===== config.mk =====
export PLATFORM = sky130hd
export DESIGN_NAME = serial_magnitude_comparator
export DESIGN_NICKNAME = d
export VERILOG_FILES = /design/src/rtl/serial_magnitude_comparator_pkg.sv /design/src/rtl/serial_magnitude_comparator_cell.sv /design/src/rtl/serial_magnitude_comparator.sv
export SDC_FILE = /design/constraint.sdc
export NUM_CORES = 1
export LEC_CHECK = 0
export ABC_AREA = 1
export ABC_CLOCK_PERIOD_IN_PS = 1420
export BUFFER_PORTS_ARGS = -buffer_cell sky130_fd_sc_hd__buf_2
export CORE_AREA = 5 5 61 63
export DETAILED_ROUTE_END_ITERATION = 16
export DIE_AREA = 0 0 66 68
export PLACE_DENSITY_LB_ADDON = 0.2
export SLEW_MARGIN = 20
export SYNTH_ARGS = -nofsm -noshare
export SYNTH_HDL_FRONTEND = slang
export SYNTH_SLANG_ARGS = --single-unit

===== constraint.sdc =====
create_clock -name clk -period 1.42 [get_ports clk]
set_input_delay 0.284 -clock clk [delete_from_list [all_inputs] [get_ports clk]]
set_output_delay 0.284 -clock clk [all_outputs]
set_load 0.02 [all_outputs]

===== src/rtl/serial_magnitude_comparator_pkg.sv =====
// Package shared by the bit-serial magnitude comparator.
// Provides the controller state encoding and a helper that sizes the
// bit-index counter so a single-bit operand still gets a 1-bit counter.
package serial_magnitude_comparator_pkg;

  typedef enum logic [1:0] {
    S_IDLE    = 2'd0,
    S_COMPARE = 2'd1,
    S_DONE    = 2'd2
  } state_e;

  // Width of a counter that must hold values 0..w-1 (never less than 1 bit).
  function automatic int idx_width(input int w);
    if (w > 1) begin
      return $clog2(w);
    end else begin
      return 1;
    end
  endfunction

endpackage


===== src/rtl/serial_magnitude_comparator_cell.sv =====
// one_bit_comparator: combinational single-bit magnitude comparator cell.
// Ports:
//   g : out, a > b
//   e : out, a == b
//   l : out, a < b
//   a : in,  operand bit A
//   b : in,  operand bit B
module one_bit_comparator (
  output logic g,
  output logic e,
  output logic l,
  input  logic a,
  input  logic b
);

  assign g = a & ~b;
  assign e = ~(a ^ b);
  assign l = ~a & b;

endmodule


===== src/rtl/serial_magnitude_comparator.sv =====
// serial_magnitude_comparator: compares two WIDTH-bit operands one bit pair
// per clock, MSB first, through a single one_bit_comparator cell. Stops at
// the first unequal bit and reports greater/equal/less with a done pulse.
// Ports:
//   clk    : in,  rising-edge clock
//   rst_n  : in,  synchronous active-low reset
//   start  : in,  compare request, only honoured in IDLE
//   a, b   : in,  WIDTH-bit operands captured with an accepted start
//   busy   : out, high while comparing and during the done cycle
//   done   : out, one-cycle pulse when the result becomes valid
//   g/e/l  : out, A>B / A==B / A<B, held until the next accepted start
//   cycles : out, number of bit pairs examined for the last result
module serial_magnitude_comparator
  import serial_magnitude_comparator_pkg::*;
#(
  parameter  int WIDTH = 8,
  localparam int CW    = $clog2(WIDTH + 1)
) (
  input  logic             clk,
  input  logic             rst_n,
  input  logic             start,
  input  logic [WIDTH-1:0] a,
  input  logic [WIDTH-1:0] b,
  output logic             busy,
  output logic             done,
  output logic             g,
  output logic             e,
  output logic             l,
  output logic [CW-1:0]    cycles
);

  localparam int IW = idx_width(WIDTH);

  state_e           state_q, state_d;
  logic [WIDTH-1:0] sa_q, sa_d;
  logic [WIDTH-1:0] sb_q, sb_d;
  logic [IW-1:0]    idx_q, idx_d;
  logic             g_q, g_d;
  logic             e_q, e_d;
  logic             l_q, l_d;
  logic             done_q, done_d;
  logic             busy_q, busy_d;
  logic [CW-1:0]    cycles_q, cycles_d;

  logic             cell_g_s;
  logic             cell_e_s;
  logic             cell_l_s;

  // The cell always looks at the current MSBs of the shift registers.
  one_bit_comparator u_cell (
    .g (cell_g_s),
    .e (cell_e_s),
    .l (cell_l_s),
    .a (sa_q[WIDTH-1]),
    .b (sb_q[WIDTH-1])
  );

  // Next-state, datapath and output-register logic for the controller.
  always_comb begin
    state_d  = state_q;
    sa_d     = sa_q;
    sb_d     = sb_q;
    idx_d    = idx_q;
    g_d      = g_q;
    e_d      = e_q;
    l_d      = l_q;
    done_d   = 1'b0;
    busy_d   = busy_q;
    cycles_d = cycles_q;

    case (state_q)
      S_IDLE: begin
        if (start) begin
          sa_d     = a;
          sb_d     = b;
          idx_d    = IW'(WIDTH - 1);
          g_d      = 1'b0;
          e_d      = 1'b0;
          l_d      = 1'b0;
          cycles_d = '0;
          busy_d   = 1'b1;
          state_d  = S_COMPARE;
        end else begin
          busy_d   = 1'b0;
        end
      end

      S_COMPARE: begin
        busy_d   = 1'b1;
        cycles_d = cycles_q + CW'(1);
        if (!cell_e_s) begin
          // First unequal bit decides the result.
          g_d     = cell_g_s;
          l_d     = cell_l_s;
          done_d  = 1'b1;
          state_d = S_DONE;
        end else if (idx_q == '0) begin
          // LSB reached with every bit equal.
          e_d     = 1'b1;
          done_d  = 1'b1;
          state_d = S_DONE;
        end else begin
          sa_d    = sa_q << 1;
          sb_d    = sb_q << 1;
          idx_d   = idx_q - IW'(1);
        end
      end

      S_DONE: begin
        // done_q drops here; IDLE is always revisited before a new start.
        busy_d  = 1'b0;
        state_d = S_IDLE;
      end

      default: begin
        busy_d  = 1'b0;
        state_d = S_IDLE;
      end
    endcase
  end

  // State and register update with synchronous active-low reset.
  always_ff @(posedge clk) begin
    if (!rst_n) begin
      state_q  <= S_IDLE;
      sa_q     <= '0;
      sb_q     <= '0;
      idx_q    <= '0;
      g_q      <= 1'b0;
      e_q      <= 1'b0;
      l_q      <= 1'b0;
      done_q   <= 1'b0;
      busy_q   <= 1'b0;
      cycles_q <= '0;
    end else begin
      state_q  <= state_d;
      sa_q     <= sa_d;
      sb_q     <= sb_d;
      idx_q    <= idx_d;
      g_q      <= g_d;
      e_q      <= e_d;
      l_q      <= l_d;
      done_q   <= done_d;
      busy_q   <= busy_d;
      cycles_q <= cycles_d;
    end
  end

  assign busy   = busy_q;
  assign done   = done_q;
  assign g      = g_q;
  assign e      = e_q;
  assign l      = l_q;
  assign cycles = cycles_q;

endmodule


==> impl_results.md, run 1 <==
- Run status: finished clean
- IO Pins: 28
- Worst-path fanout max: 5
- Synth warn: 0
- Vias in the first global route: 1282
- Slew @ Worst Pin: around 0.35 ns
- Placed cell count: 301
- Synth Cell Area: 1640 µm²
- Nets@finish: 290
- Metal3 WL: 129 µm
- Top Metal Used: met4
- Synth top area share: 0.366
- Antenna violations before repair: 0
- Syn_nets: between 200 and 300
- Slew Limit Headroom: 0.766
- Final Skew: 0.0125 ns
- Yosys cell types: 21
- Minimum clock period: between 1 and 1.5 ns
- DR vias/cell: 4.77
- Top cell types by occurrence after synthesis: nor2_1 (53), nand2_1 (48), dfxtp_1 (30)
- Reg2reg start: sb_q[7]
- GP Congestion: 0.729
- Top cells by area, synth: dfxtp_1 (37%), nand3_2 (13%), nor2_1 (12%), nand2_1 (11%), inv_1 (6.2%)
- Worst VDD drop: 0.866 mV
- Initial drt markers: 80
- # setup viols final: 0
- Post-route clock period utilization: 0.991
- Yosys reg bits: 30
- Vias: 1492
- Chip Width: 66 µm
- Critical Path AT: 1.68 ns
- GR Util All Layers: 0.171
- Highest Clock Rate: 0.710 GHz
- Pre-CTS setup slack: approximately 0.0011 ns
- Core area: 3180 µm²
- Max Cap Viol: 0
- Register-to-Register Path Depth: 8
- Maximum clock path buffer count: 2
- DR WL met2: 1760 µm
- Clock sinks: 30
- Crit path kind: reg -> reg
- Starting Density: 0.517
- Cell taking the most area after synthesis: dfxtp_1
- Input/output buffers: 27
- Mean Syn Cell Area: 7.08 µm²
- Register area share after synthesis: 0.366
- H-tree depth: 2
- Max-slew violation count: 0
- Area growth, synth to finish: 25.3%
- CP endpoint: sa_q[6]
- Unrepaired setup endpoints after global routing: yes
- CP required: 1.69 ns
- # DRC: 0
- RR Endpoint: sa_q[6]
- Antenna cells: 0
- Clock transition at path regs: 0.10 ns
- Clock latency on the worst-skew pair: 0.33 ns
- CTS Root Cell: clkbuf_4
- Lkg Pwr: 1.08 nW
- Final worst slack: between 0.01 and 0.015 ns
- Prevailing post-synth register cell: dfxtp_1
- Met1 WL: between 1500 and 2000 µm
- Hold path depth: 3
- CTS Buf Count: 5
- PwrDens: 1450 nW/µm²
- Most frequent cell after synthesis: nor2_1
- Drt wl/cell: 11.7 µm
- Slowest cell delay on critical path: roughly 0.36 ns
- Antenna viol nets, final: 0
- Largest net degree at the start of global routing: 34
- CTS tree: done
- Reg2reg setup slack: 0.01 ns
- Synth Instances: 232
- Final hold vios: 0
- Post-DP HPWL: about 2200 µm
- Final Total Pwr: 2.98 mW
- Total Wirelength: 3650 µm
- First-pass DRT Iterations: 6
- GR Overflow Total: 0
- Ys async rst share: 0
- Post-synth EDFFs: 0
- Final Non-Filler Cells: 313
- Worst hold path type: in -> reg
- Crit-path cells: inv_2 -> ha_4 -> buf_6 -> nand3_4 -> clkbuf_16 -> nand3_2 -> nand2_1 -> nor2_1
- Num rows: 21
- Die Y: 68 µm
- Layout cells sized above 1: 0.303
- DIE AREA: 4490 µm²
- # fillers: 279
- Critical path origin: sb_q[7]
- CP endpoint kind: flip-flop
- Startpoint Class: flip-flop
- Slowest stage cell, crit path: dfxtp_2
- First-pass GRT wire length: roughly 5700 µm
==> cells by family after synthesis <==
| logic type | count (synthesis) | synth area share |
|---|---|---|
| flops | 30 | 0.366 |
| compound gates | 22 | 0.0685 |
| fa+ha+maj | 5 | 0.0381 |
| simple gates | 133 | 0.402 |
| buf+inv | 41 | 0.120 |
| xor+xnor | 1 | 0.00533 |
==> worst max-delay path: cells and delay by family, from the launching register on <==
family	cells	cell delay [ns]
simple gates	4	0.35
buf+inv	3	0.37
flops	1	0.36
fa+ha+maj	1	0.26
==> what timing repair did <==
| action | CTS | global route |
|---|---|---|
| hold buffers | 0 | 0 |
| resized for setup | 6 | 8 |
| buffers inserted | 0 | 1 |
| pin swaps | 0 | 3 |
| cloned | 1 | 2 |
| endpoints found under the setup margin | 19 | 22 |
==> worst min path at each step <==
stage                     start   endpoint  slack, ns
final                     rst_n  cycles[0]       0.22
after global routing      rst_n  cycles[0]       0.22
after CTS                 rst_n  cycles[0]       0.21
after detailed placement      e          e       0.46
after global placement        e          e       0.46
after floorplan           rst_n          e       0.42
==> area by class of cell <==
type	instances	area, µm²	area share
multi-input combinational	161	880	0.427
sequential	30	604	0.294
timing repair buffer	39	329	0.160
inverter	29	109	0.0529
clock buffer	8	78.8	0.0383
tap	46	57.6	0.0280
==> through the flow <==
stage | utilization | instance area, µm² | TNS, ns | hold slack [ns]
floorplan | - | 1640 | 0 | 0.418
global placement | 0.580 | 1840 | 0 | 0.460
detailed placement | 0.580 | 1840 | 0 | 0.460
CTS | 0.620 | 1970 | 0 | 0.210
global route | 0.647 | 2060 | -0.442 | 0.220
finish | 0.647 | 2060 | 0 | 0.219
==> power breakdown <==
part	internal (mW)	switching [mW]	total, mW
Clock	0.338	0.318	0.657
Combinational	0.547	0.709	1.26
Sequential	0.997	0.0678	1.06
Total	1.88	1.10	2.98
==> per-layer routing <==
metal,up-vias,track usage
met4,0,0.0736
met5,-,0
met1,671,0.205
met3,5,0.0394
li1,788,-
met2,28,0.294
==> flip-flops by register name (all words and copies together), names as in the netlist <==
| name | cells |
|---|---|
| idx_q | 3 |
| done | 1 |
| sb_q | 8 |
| busy | 1 |
| sa_q | 8 |
| e | 1 |
| cycles | 4 |
| l | 1 |
| state_q | 2 |
| g | 1 |
==> layout by cell type, fill, tap and decap left out, types with 5 or more instances in the layout <==
cell / synthesis / routed
nand3_2: 21 / 22
dfxtp_1: 30 / 27
o21ai_0: 17 / 17
inv_1: 27 / 26
buf_2: 4 / 27
nand2_1: 48 / 47
clkbuf_4: 0 / 5
nor2_1: 53 / 53
nand3_1: 7 / 5
No activity file was read; power rests on OpenSTA's default activity.
==> run 2: changes to the inputs <==
CORE_AREA = 2 2 58 60   (was 5 5 61 63)
DIE_AREA = 0 0 60 62   (was 0 0 66 68)
==> impl_results.md, run 2 (synthesis results as in run 1) <==
- CTS Hold Bufs: 0
- Post-DP HPWL: 2130 µm
- GR Overflow Total: 0
- Startpoint Class: flip-flop
- Worst VDD drop: 0.723 mV
- Antenna viol nets, final: 0
- Setup tns final: 0 ns
- Max-slew violation count: 0
- Total Wirelength: 3270 µm
- Vias in the first global route: 1191
- Placed cell count: a little over 300
- Worst-path fanout max: 9
- CP required: 1.69 ns
- Area growth, synth to finish: 22.6%
- Core area: 3180 µm²
- Layout cells sized above 1: 0.310
- Antenna cells: 0
- Reg2reg setup slack: 0.07 ns
- Minimum hold slack: 0.280 ns
- Input/output buffers: 27
- CTS Buf Count: 5
- Slew @ Worst Pin: 0.382 ns
- Clock latency on the worst-skew pair: 0.33 ns
- # DRC: 0
- DIE AREA: 3720 µm²
- First-pass GRT wire length: 5090 µm
- Antenna violations before repair: 0
- Post-route clock period utilization: 0.949
- Max Cap Viol: 0
- Die Y: 62 µm
- Final Non-Filler Cells: 314
- Worst hold path type: in -> reg
- # setup viols final: 0
- DR vias/cell: 4.64
- GR Util All Layers: 0.182
- Num rows: 21
- Commonest cells after routing, fill and taps aside: nor2_1 (51), nand2_1 (47), dfxtp_1 (28), buf_2 (27), inv_1 (25)
- First-pass DRT Iterations: 4
- Initial drt markers: 42
- Clock transition at path regs: 0.10 ns
- Final Skew: 0.0103 ns
- IO Pins: 28
- Lkg Pwr: between 1 and 1.5 nW
- CTS tree: done
- Slew Limit Headroom: 0.743
- CTS Root Cell: clkbuf_4
- Minimum clock period: 1.35 ns
- Vias: roughly 1500
- Crit path kind: reg -> reg
- Slowest cell delay on critical path: 0.35 ns
- Nets@finish: 291
- Highest Clock Rate: 0.742 GHz
- Most common cell after layout, fill and taps aside: nor2_1
- Final hold vios: 0
- Critical Path AT: 1.62 ns
- Slowest stage cell, crit path: dfxtp_2
- Drt wl/cell: 10.4 µm
- Maximum clock path buffer count: 2
- PwrDens: 1380 nW/µm²
- Clock sinks: 30
- Chip Width: 60 µm
- H-tree depth: 2
- Largest net degree at the start of global routing: 32
- Starting Density: 0.517
- Crit-path cells: inv_2 -> ha_4 -> buf_6 -> nand3_4 -> clkbuf_16 -> nand3_2 -> nand2_1 -> nor2_1
- GP Congestion: 0.787
- Run status: finished clean
- CP endpoint kind: flip-flop
[run 2: cell count changes in the layout (fill, tap and decap cells not counted), sizes merged]
| cell | previous run | this run |
|---|---|---|
| clkinv | 0 | 1 |
| clkbuf | 10 | 9 |
| buf | 37 | 38 |
[run 2: path summary, 6_finish.rpt]
| path | end | cells after the start | startpoint |
|---|---|---|---|
| worst max-delay path | sb_q[6] | 8 | sb_q[7] |
| worst min-delay path | sb_q[5] | 5 | b[5] |
| worst max register to register | sb_q[6] | 8 | sb_q[7] |
| worst min register to register | e | 2 | e |
[run 2: area by class of cell]
cell class / instances / area [µm²]
flip-flops and latches: 30 / 603
fillers: 285 / 1160
repair buffers: 40 / 300
multi-input cells: 161 / 885
clock buffers: 7 / 55.1
clock inverters: 1 / 5.00
inverters: 29 / 109
well taps: 46 / 57.6
[run 2: what timing repair did]
action | 4_1_cts | 5_1_grt
setup buffers | 0 | 1
resized for setup | 2 | 12
pin swaps | 0 | 4
cloned | 0 | 2
setup endpoints to repair | 12 | 21
[run 2: power breakdown]
part	internal (mW)	leakage, nW	switching, mW
combinational	0.512	0.771	0.680
sequential	0.996	0.248	0.0684
clock	0.240	0.0353	0.292
total	1.75	1.05	1.04
[run 2: worst max-delay path: cells and delay by family (launching register included)]
kind | cells | cell delay, ns
flip-flops | 1 | 0.35
AND/OR/NAND/NOR | 4 | 0.31
adder cells (fa/ha/maj) | 1 | 0.27
buffers and inverters | 3 | 0.36
[run 2: per-layer routing]
metal	wire, µm	global-route usage
met5	0	0
met3	134	0.0435
met1	1610	0.239
met2	1480	0.289
met4	52	0.0762
[run 2: through the flow]
| step | power (mW) | setup slack (ns) | area [µm²] | util |
|---|---|---|---|---|
| floorplan | 1.89 | 0.107 | 1640 | - |
| global placement | 2.12 | 0.0227 | 1850 | 0.581 |
| detailed placement | 2.13 | -0.0252 | 1850 | 0.581 |
| CTS | 2.67 | 0.0118 | 1910 | 0.602 |
| global route | 3.02 | -0.000767 | 2010 | 0.634 |
| finish | 2.79 | 0.0721 | 2010 | 0.634 |
